**src/rtl/word_counter_bank_if.sv**
```systemverilog
// -----------------------------------------------------------------------------
// word_counter_bank_if
//
// Bundles the FIFO pop lines, the idle status and the probe-side read port of
// word_counter_bank into one interface.
//
// Parameters
//   NCH  number of channels (1..16)
//   CW   counter / count_out width
//   IW   read index width (2^IW >= NCH)
//
// Signals
//   pop       [NCH]  one pulse per word removed from output FIFO i
//   idle      [1]    main state machine is in IDLE
//   req       [1]    read request
//   idx       [IW]   channel to read, sampled with req
//   valid     [1]    count_out holds a fresh read result
//   count_out [CW]   value of the requested counter
//   err       [1]    one-cycle pulse for a request with idx >= NCH
//   overflow  [NCH]  sticky per-channel saturation flags
//
// Modports
//   master  probe / FIFO side (drives pop, idle, req, idx)
//   slave   the counter bank  (drives valid, count_out, err, overflow)
// -----------------------------------------------------------------------------
interface word_counter_bank_if #(
  parameter int NCH = 4,
  parameter int CW  = 5,
  parameter int IW  = 2
);
  logic [NCH-1:0] pop;
  logic           idle;
  logic           req;
  logic [IW-1:0]  idx;
  logic           valid;
  logic [CW-1:0]  count_out;
  logic           err;
  logic [NCH-1:0] overflow;

  modport master (
    output pop, idle, req, idx,
    input  valid, count_out, err, overflow
  );

  modport slave (
    input  pop, idle, req, idx,
    output valid, count_out, err, overflow
  );
endinterface : word_counter_bank_if

```
**src/rtl/word_counter_bank.sv**
```systemverilog
// -----------------------------------------------------------------------------
// word_counter_bank
//
// One saturating word counter per output FIFO, incremented on every pop, with
// an indexed, registered read port that is only served while the main state
// machine reports IDLE.
//
// Parameters
//   NCH  number of channels (1..16)
//   CW   counter / count_out width
//   IW   read index width (2^IW >= NCH)
//
// Ports
//   clk    single clock, all logic on the rising edge
//   reset  synchronous, active-high; overrides every other input
//   bus    word_counter_bank_if.slave (pop, idle, req, idx in;
//          valid, count_out, err, overflow out)
//
// Build option
//   WCB_CLEAR_ON_READ_EN  when defined, an accepted read of channel i clears
//                         counter[i] and overflow[i] on the same edge; a pop on
//                         that edge leaves the counter at 1.
// -----------------------------------------------------------------------------
module word_counter_bank #(
  parameter int NCH = 4,
  parameter int CW  = 5,
  parameter int IW  = 2
) (
  input  logic                clk,
  input  logic                reset,
  word_counter_bank_if.slave  bus
);

  localparam logic [CW-1:0] CNT_MAX = '1;

  // Per-channel state
  logic [CW-1:0]  cnt_q [NCH];
  logic [CW-1:0]  cnt_d [NCH];
  logic [NCH-1:0] ovf_q, ovf_d;

  // Read-port registers
  logic           valid_q, valid_d;
  logic           err_q,   err_d;
  logic [CW-1:0]  count_q, count_d;

  // Read decode
  logic           idx_in_range;
  logic           rd_accept;
  logic [NCH-1:0] rd_sel;
  logic [CW-1:0]  rd_val;
  logic [NCH-1:0] clr;
  logic [CW-1:0]  base;

  // ---------------------------------------------------------------------------
  // Read decode and response
  // ---------------------------------------------------------------------------
  // NOTE: every signal written here gets a default before any conditional
  // assignment, so no path leaves it unassigned and no latch is inferred.
  always_comb begin
    idx_in_range = 32'(bus.idx) < NCH;
    rd_accept    = bus.req && bus.idle && idx_in_range;

    rd_sel = '0;
    rd_val = '0;
    for (int i = 0; i < NCH; i++) begin
      rd_sel[i] = (32'(bus.idx) == i);
      if (rd_sel[i]) rd_val = cnt_q[i];
    end

    // Requests while not idle are dropped outright: no error, no result.
    valid_d = rd_accept;
    err_d   = bus.req && bus.idle && !idx_in_range;
    // count_out keeps the last read value unless a new read is accepted.
    count_d = rd_accept ? rd_val : count_q;
  end

  // ---------------------------------------------------------------------------
  // Counter next state
  // ---------------------------------------------------------------------------
  always_comb begin
`ifdef WCB_CLEAR_ON_READ_EN
    clr = rd_accept ? rd_sel : '0;
`else
    clr = '0;
`endif
    base = '0;
    for (int i = 0; i < NCH; i++) begin
      // A clearing read restarts from zero, so a same-edge pop still counts.
      base     = clr[i] ? '0 : cnt_q[i];
      cnt_d[i] = base;
      ovf_d[i] = ovf_q[i] & ~clr[i];
      if (bus.pop[i]) begin
        if (base == CNT_MAX) ovf_d[i] = 1'b1;
        else                 cnt_d[i] = base + CW'(1);
      end
    end
  end

  // ---------------------------------------------------------------------------
  // State registers
  // ---------------------------------------------------------------------------
  // NOTE: sequential state uses non-blocking assignments so every register
  // samples pre-edge values, independent of statement order.
  always_ff @(posedge clk) begin
    if (reset) begin
      // NOTE: the counter array is a handful of flops, not a RAM, so it is
      // reset explicitly; every counter must read 0 after reset.
      for (int i = 0; i < NCH; i++) cnt_q[i] <= '0;
      ovf_q   <= '0;
      valid_q <= 1'b0;
      err_q   <= 1'b0;
      count_q <= '0;
    end else begin
      for (int i = 0; i < NCH; i++) cnt_q[i] <= cnt_d[i];
      ovf_q   <= ovf_d;
      valid_q <= valid_d;
      err_q   <= err_d;
      count_q <= count_d;
    end
  end

  assign bus.valid     = valid_q;
  assign bus.err       = err_q;
  assign bus.count_out = count_q;
  assign bus.overflow  = ovf_q;

endmodule : word_counter_bank

```
**src/flat_wrapper.sv**
```systemverilog
// flat-port wrapper written by rule: the top's interface ports become plain ports
module word_counter_bank_flat 
#(
  parameter int NCH = 4,
  parameter int CW  = 5,
  parameter int IW  = 2
)
  (clk, reset, bus_pop, bus_idle, bus_req, bus_idx, bus_valid, bus_count_out, bus_err, bus_overflow);
  word_counter_bank_if #(.NCH(NCH), .CW(CW), .IW(IW)) bus_i ();
  input  logic clk;
  input  logic reset;
  input wire logic [$bits(bus_i.pop)-1:0] bus_pop;
  input wire logic [$bits(bus_i.idle)-1:0] bus_idle;
  input wire logic [$bits(bus_i.req)-1:0] bus_req;
  input wire logic [$bits(bus_i.idx)-1:0] bus_idx;
  output wire logic [$bits(bus_i.valid)-1:0] bus_valid;
  output wire logic [$bits(bus_i.count_out)-1:0] bus_count_out;
  output wire logic [$bits(bus_i.err)-1:0] bus_err;
  output wire logic [$bits(bus_i.overflow)-1:0] bus_overflow;
  assign bus_i.pop = bus_pop;
  assign bus_i.idle = bus_idle;
  assign bus_i.req = bus_req;
  assign bus_i.idx = bus_idx;
  assign bus_valid = bus_i.valid;
  assign bus_count_out = bus_i.count_out;
  assign bus_err = bus_i.err;
  assign bus_overflow = bus_i.overflow;
  word_counter_bank #(.NCH(NCH), .CW(CW), .IW(IW)) u_core (.clk(clk), .reset(reset), .bus(bus_i));
endmodule
```
**config.mk**
```make
export PLATFORM = sky130hd
export DESIGN_NAME = word_counter_bank_flat
export DESIGN_NICKNAME = d
export VERILOG_FILES = /design/src/rtl/word_counter_bank_if.sv /design/src/rtl/word_counter_bank.sv /design/src/flat_wrapper.sv
export SDC_FILE = /design/constraint.sdc
export NUM_CORES = 1
export LEC_CHECK = 0
export ABC_CLOCK_PERIOD_IN_PS = 1600
export CORE_MARGIN = 1.5
export CORE_UTILIZATION = 40
export DETAILED_ROUTE_END_ITERATION = 12
export GPL_TIMING_DRIVEN = 0
export PLACE_DENSITY = 0.71
export RECOVER_POWER = 25
export SETUP_SLACK_MARGIN = 0.2
export SYNTH_ARGS = -nofsm -noshare
export SYNTH_HDL_FRONTEND = slang
export SYNTH_SLANG_ARGS = --single-unit
export TNS_END_PERCENT = 1
```
**constraint.sdc**
```tcl
create_clock -name clk -period 1.6 [get_ports clk]
set_input_delay 0.16 -clock clk [delete_from_list [all_inputs] [get_ports clk]]
set_output_delay 0.16 -clock clk [all_outputs]
set_load 0.05 [all_outputs]
```
==> results of run 1 <==
## cell usage in the layout (no fill, tap or decap)
cell	instances
clkdlybuf4s50_1	8
dfxtp_4	8
nand3b_1	4
mux2_2	4
buf_4	13
xnor2_2	1
clkbuf_8	1
and2b_2	4
dlygate4sd2_1	3
bufinv_16	2
xnor2_1	3
and3_4	4
clkdlybuf4s15_1	6
nor2b_1	4
clkbuf_4	5
mux2i_1	8
mux4_1	1
nand4_1	4
xor2_1	4
clkbuf_2	1
nand3_1	5
ha_4	8
a21oi_1	9
buf_2	3
mux4_2	4
nand2_1	6
nor2_1	25
conb_1	1
dfxtp_1	22
buf_6	1
## critical path, delay by kind of cell, from the launching register on
kind          cells  cell delay (ns)
flops             1             0.38
fa+ha+maj         2             0.30
mux               1             0.28
simple gates      3             0.54
## through the flow
| step | utilization | setup TNS, ns | total power, mW | instances | hold WS, ns |
|---|---|---|---|---|---|
| finish | 0.593 | 0 | 1.82 | 218 | 0.316 |
| global route | 0.593 | -0.0994 | 1.89 | 218 | 0.381 |
| CTS | 0.563 | -0.0102 | 1.80 | 206 | 0.329 |
| detailed placement | 0.527 | -0.0745 | 1.00 | 198 | 0.452 |
| global placement | 0.527 | -0.0232 | 0.990 | 198 | 0.447 |
| floorplan | - | 0 | 0.936 | 134 | 0.305 |
## sequential cells by signal, summed over array words and instances (netlist names)
name                  flops
u_core.cnt_q             20
u_core.bus.count_out      5
u_core.bus.overflow       4
u_core.bus.valid          1
## layout make-up
cell class | count | area [sq um]
fillers | 280 | 1350
flip-flops and latches | 30 | 631
repair buffers | 30 | 262
plain buffers | 5 | 33.8
clock buffers | 6 | 51.3
clock inverters | 2 | 60.1
well taps | 46 | 57.6
multi-input cells | 99 | 870
## worst paths after layout
check	startpoint	end	depth (start not counted)
worst min-delay path	bus_idx[0]	u_core.bus.count_out[4]$_SDFFE_PP0P_	4
worst max-delay path	u_core.cnt_q[3][0]$_SDFFE_PP0P_	u_core.cnt_q[3][3]$_SDFFE_PP0P_	6
worst min register to register	u_core.bus.count_out[4]$_SDFFE_PP0P_	u_core.bus.count_out[4]$_SDFFE_PP0P_	2
worst max register to register	u_core.cnt_q[3][0]$_SDFFE_PP0P_	u_core.cnt_q[3][3]$_SDFFE_PP0P_	6
## layer usage
layer,vias up,GRT usage
met5,-,0
li1,539,-
met3,5,0.0693
met1,518,0.206
met4,0,0.0456
met2,26,0.268
## power breakdown
| group | switching [mW] | internal, mW | leakage (nW) |
|---|---|---|---|
| Sequential | 0.0310 | 0.773 | 0.249 |
| Clock | 0.273 | 0.529 | 0.0585 |
| Combinational | 0.0979 | 0.118 | 0.485 |
## repair_timing
action | 4_1_cts | 5_1_grt
endpoints found under the hold margin | 0 | 0
resized for setup | 18 | 9
pin swaps | 10 | 10
endpoints found under the setup margin | 25 | 23
cloned | 0 | 0
setup buffers | 0 | 12
hold buffers | 0 | 0
## cells by family (layout without fill, tap and decap cells)
group / after synthesis / count (layout) / share of synthesized area
adder cells (fa/ha/maj): 8 / 8 / 0.0727
multiplexers: 17 / 17 / 0.175
other: 1 / 1 / 0.00272
buffers and inverters: 5 / 43 / 0.0245
flip-flops: 30 / 30 / 0.436
XOR/XNOR: 8 / 8 / 0.0509
AO/OA/AOI/OAI: 9 / 9 / 0.0327
AND/OR/NAND/NOR: 56 / 56 / 0.205
==> flow_summary.yaml, run 1 <==
outcome:
  status: "complete, no violations"
sta:
  fin_skew_ns: 0.0165
  timing_hold_violations_final: 0
  finalCritPeriodShare: 0.997
  drv_slew: 0
  finalSetupViolCount: 0
  period_minus_slack_ns: 1.60
  rsz0062_at_grt: "yes"
  finalWorstSetupSlack_ns: 0.00400
  fmax_ghz: 0.627
critical_path:
  max_stage_delay_ns: 0.38
  path_cells: "ha_4 > and3_4 > ha_4 > and2b_2 > nand4_1 > mux2_2"
  crit_path_end_kind: "register"
  worst_ep_arrival_time_ns: 1.83
  worst_path_max_delay_cell: "dfxtp_4"
  reg2reg_slack_ns: 0.004
  crit_fanout: 4
  cp_common_cell: "ha_4"
  crit_path_start_kind: "register"
  critPathKind: "reg -> reg"
  worstPathRequired_ns: 1.84
yosys:
  synth_top_area_frac: 0.436
  synth_ff_type: "dfxtp_1"
  ys_types: 21
  synth-edff-count: 0
  synth-seq-cells: 30
  avgSynthCellArea_sq_um: 10.3
  seq_area_frac_synth: 0.436
  synth_warnings: 0
  synth_common_cells: "dfxtp_1 (30), nor2_1 (25), a21oi_1 (9)"
  synthesis.nets: 152
  syn_area_sq_um: 1380
  async_flop_share: 0
  yosysMostFrequentCell: "dfxtp_1"
  synth_area_leaders: "dfxtp_1 (44%), ha_1 (7.3%), nor2_1 (6.8%), mux4_2 (6.5%), mux2i_1 (5.8%)"
  synth_top_area_cell: "dfxtp_1"
  synthCells: 134
floorplan:
  die_w_microns: 61.7
  die_area_sq_um: 3800
  initial_core_util: 0.416
  rows: 21
  pin_count: 21
  die_y_microns: 61.7
  design.core.area_sq_um: 3310
route:
  wl_per_cell_microns: 13.0
  ant_nets: 0
  vias: 1088
  routed_wl_mm: 2.84
  wl_met3_microns: 126
  wl_met2_mm: 1.32
  dr.pass1.iters: 4
  drc: 0
  first_iter_violations: 39
  routed_via_density: 4.99
  m1WireLength_mm: 1.35
  topRoutingLayerUsed: "met4"
place:
  post_dp_cell_area_sq_um: 1740
  port_buffers: 18
  pre_cts_slack_ns: -0.0372
  routabilityCongestion: 0.701
  place_hpwl_mm: 2.02
clock_tree:
  cts_buffer_depth: 2
  path_clk_slew_ns: 0.11
  numCtsBuffers: 5
  cts-root-buf: "clkbuf_4"
  cts_tree: "yes"
  h-tree-depth: 2
  cts_sinks: 30
  insertion_delay_ns: 0.33
pwr:
  powerDensity_nw_per_um2: 928
  ir_worst_vdd_mv: 0.539
  p_leak_nw: 0.792
global_route:
  first_global_vias: 1003
  grt_max_degree: 11
  antenna_found_initial: 0
  grt_usage: 0.167
  grt-ovfl-total: 0
  grt_first_pass_wirelength_mm: 4.50
finish:
  final_area_sq_um: 1960
  diodes: 0
  area_growth_pct: 42.7
  drive_gt1_frac: 0.343
  nets: 189
min_path:
  hp-class: "in -> reg"
job:
  drv_cap: 0
(Power assumes the default switching activity.)
==> run 2, diff against run 1 <==
Settings changed: CORE_UTILIZATION 40 to 47, PLACE_DENSITY 0.71 to 0.8, TNS_END_PERCENT 1 to 50.
==> flow_summary.yaml, run 2 (synthesized netlist as in run 1, its figures left out) <==
clock_tree:
  h-tree-depth: 2
  cts_sinks: 30
  insertion_delay_ns: 0.34
  path_clk_slew_ns: 0.11
  cts-root-buf: "clkbuf_4"
  cts_buffer_depth: 2
  numCtsBuffers: 5
  cts_tree: "yes"
pwr:
  power_frac_clock: 0.432
  p_leak_nw: 0.848
  cellInternalPower_mw: 1.45
  total_power_mw: 1.87
  powerDensity_nw_per_um2: 907
  ir_worst_vdd_mv: 0.847
  p_sw_frac: 0.226
  power_frac_comb: 0.142
  p_switching_mw: 0.424
  p_seq_frac: 0.426
floorplan:
  initial_core_util: 0.499
  rows: 19
  pin_count: 21
  die_area_sq_um: 3260
  die_y_microns: 57.1
  design.core.area_sq_um: 2760
  die_w_microns: 57.1
route:
  dr.pass1.iters: 4
  drc: 0
  routed_via_density: 5.50
  ant_nets: 0
  first_iter_violations: 30
  routed_wl_mm: 3.27
  vias: 1155
  wl_per_cell_microns: 15.6
outcome:
  violations: "setup timing"
  status: "complete, but fails checks"
global_route:
  grt_usage: 0.212
  first_global_vias: 1157
  antenna_found_initial: 0
  grt_max_degree: 11
  grt_first_pass_wirelength_mm: 5.22
  grt-ovfl-total: 0
finish:
  multi_input_area_sq_um: 907
  largest_register_ffs: 20
  seqCellArea_sq_um: 631
  mostFrequentLayoutCells: "nor2_1 (25), dfxtp_1 (22), buf_4 (15)"
  top_register: "u_core.cnt_q"
  area_growth_pct: 50.0
  nets: 196
  layout_commonest_cell: "nor2_1"
  diodes: 0
  drive_gt1_frac: 0.374
  n_fill_cell: 195
sta:
  tightest_slew_ns: 0.593
  maxSlewHeadroom: 0.606
  finalCritPeriodShare: 1.01
  timing_hold_violations_final: 0
  finalSetupViolCount: 1
  drv_slew: 0
  fmax_ghz: 0.620
  finalWorstSetupSlack_ns: -0.0119
  fin_skew_ns: 0.0149
  rsz0062_at_grt: "yes"
  period_minus_slack_ns: 1.61
critical_path:
  worst_path_max_delay_cell: "dfxtp_4"
  crit_fanout: 3
  max_stage_delay_ns: 0.36
  critPathKind: "reg -> reg"
  r2r_end: "u_core.cnt_q[1][3]$_SDFFE_PP0P_"
  cp_top_family: "simple AND/OR/NAND/NOR gates"
  reg2reg_depth: 6
  worst-path-stages: 6
  crit_start: "u_core.cnt_q[1][1]$_SDFFE_PP0P_"
  crit_path_end: "u_core.cnt_q[1][3]$_SDFFE_PP0P_"
  reg2reg_slack_ns: -0.01
  cp_common_cell: "ha_4"
  path_cells: "ha_4 > and3_4 > ha_4 > and2b_2 > nand4_1 > mux2_4"
  crit_path_end_kind: "register"
  worstPathRequired_ns: 1.85
  cp_num_buf_inv: 0
  r2r-start: "u_core.cnt_q[1][1]$_SDFFE_PP0P_"
  worst_ep_arrival_time_ns: 1.86
  crit_path_start_kind: "register"
min_path:
  hold_path_depth: 4
  hp-class: "in -> reg"
job:
  drv_cap: 0
place:
  port_buffers: 18
  routabilityCongestion: 0.793
  pre_cts_slack_ns: -0.0522
  place_hpwl_mm: 2.09
[run 2: cell types whose count changed in the layout (fill, tap and decap cells not counted), sizes merged]
cell and delta:
buf +5, clkbuf +3, clkdlybuf4s50 -1, dlygate4sd2 -1
dlygate4sd3 +1
[run 2: power by group through the flow]
stage          sequential [mW]  clock [mW]  combinational, mW
2_1_floorplan            0.832           0              0.104
3_3_place_gp             0.829           0              0.161
3_5_place_dp             0.830           0              0.171
4_1_cts                  0.800       0.823              0.228
5_1_grt                  0.801       0.845              0.292
6_report                 0.798       0.808              0.266
[run 2: area by class of cell]
class                   instances  area share
well taps                      31      0.0188
clock buffers                   6      0.0248
flip-flops and latches         30       0.305
repair buffers                 37       0.167
multi-input cells              99       0.439
plain buffers                   5      0.0158
clock inverters                 2      0.0291
[run 2: timing repair]
action                     CTS  global route
pin swaps                    9             9
hold endpoints to repair     0             0
hold buffers                 0             0
setup endpoints to repair   26            24
resized for setup           24            13
setup buffers               12             7
[run 2: routing by layer]
layer  wire length, microns  global-route usage
met3                    150              0.0431
met4                     63              0.0997
met5                      0                   0
met2                   1680               0.371
met1                   1370               0.249
[run 2: tightest hold or removal path, delay by kind of cell]
kind / cells / cell delay [ns]
mux: 1 / 0.16
compound gates: 1 / 0.12
buf+inv: 1 / 0.10
simple gates: 1 / 0.08
[run 2: worst min path at each step]
stage / slack (ns) / start / endpoint
finish: 0.32 / bus_idx[0] / u_core.bus.count_out[4]$_SDFFE_PP0P_
global route: 0.33 / bus_idx[0] / u_core.bus.count_out[4]$_SDFFE_PP0P_
CTS: 0.32 / bus_idx[0] / u_core.bus.count_out[4]$_SDFFE_PP0P_
detailed placement: 0.45 / u_core.bus.count_out[2]$_SDFFE_PP0P_ / u_core.bus.count_out[2]$_SDFFE_PP0P_
global placement: 0.45 / u_core.bus.count_out[1]$_SDFFE_PP0P_ / u_core.bus.count_out[1]$_SDFFE_PP0P_
floorplan: 0.30 / bus_pop[0] / u_core.bus.overflow[0]$_SDFFE_PP0P_
[run 2: metrics by stage]
step / hold slack [ns] / utilization / cells / area, sq um / TNS, ns
floorplan: 0.305 / - / 134 / 1510 / 0
global placement: 0.447 / 0.626 / 183 / 1730 / -0.0183
detailed placement: 0.447 / 0.626 / 183 / 1730 / -0.114
CTS: 0.319 / 0.716 / 203 / 1970 / 0
global route: 0.332 / 0.749 / 210 / 2060 / -0.274
finish: 0.322 / 0.749 / 210 / 2060 / -0.0119
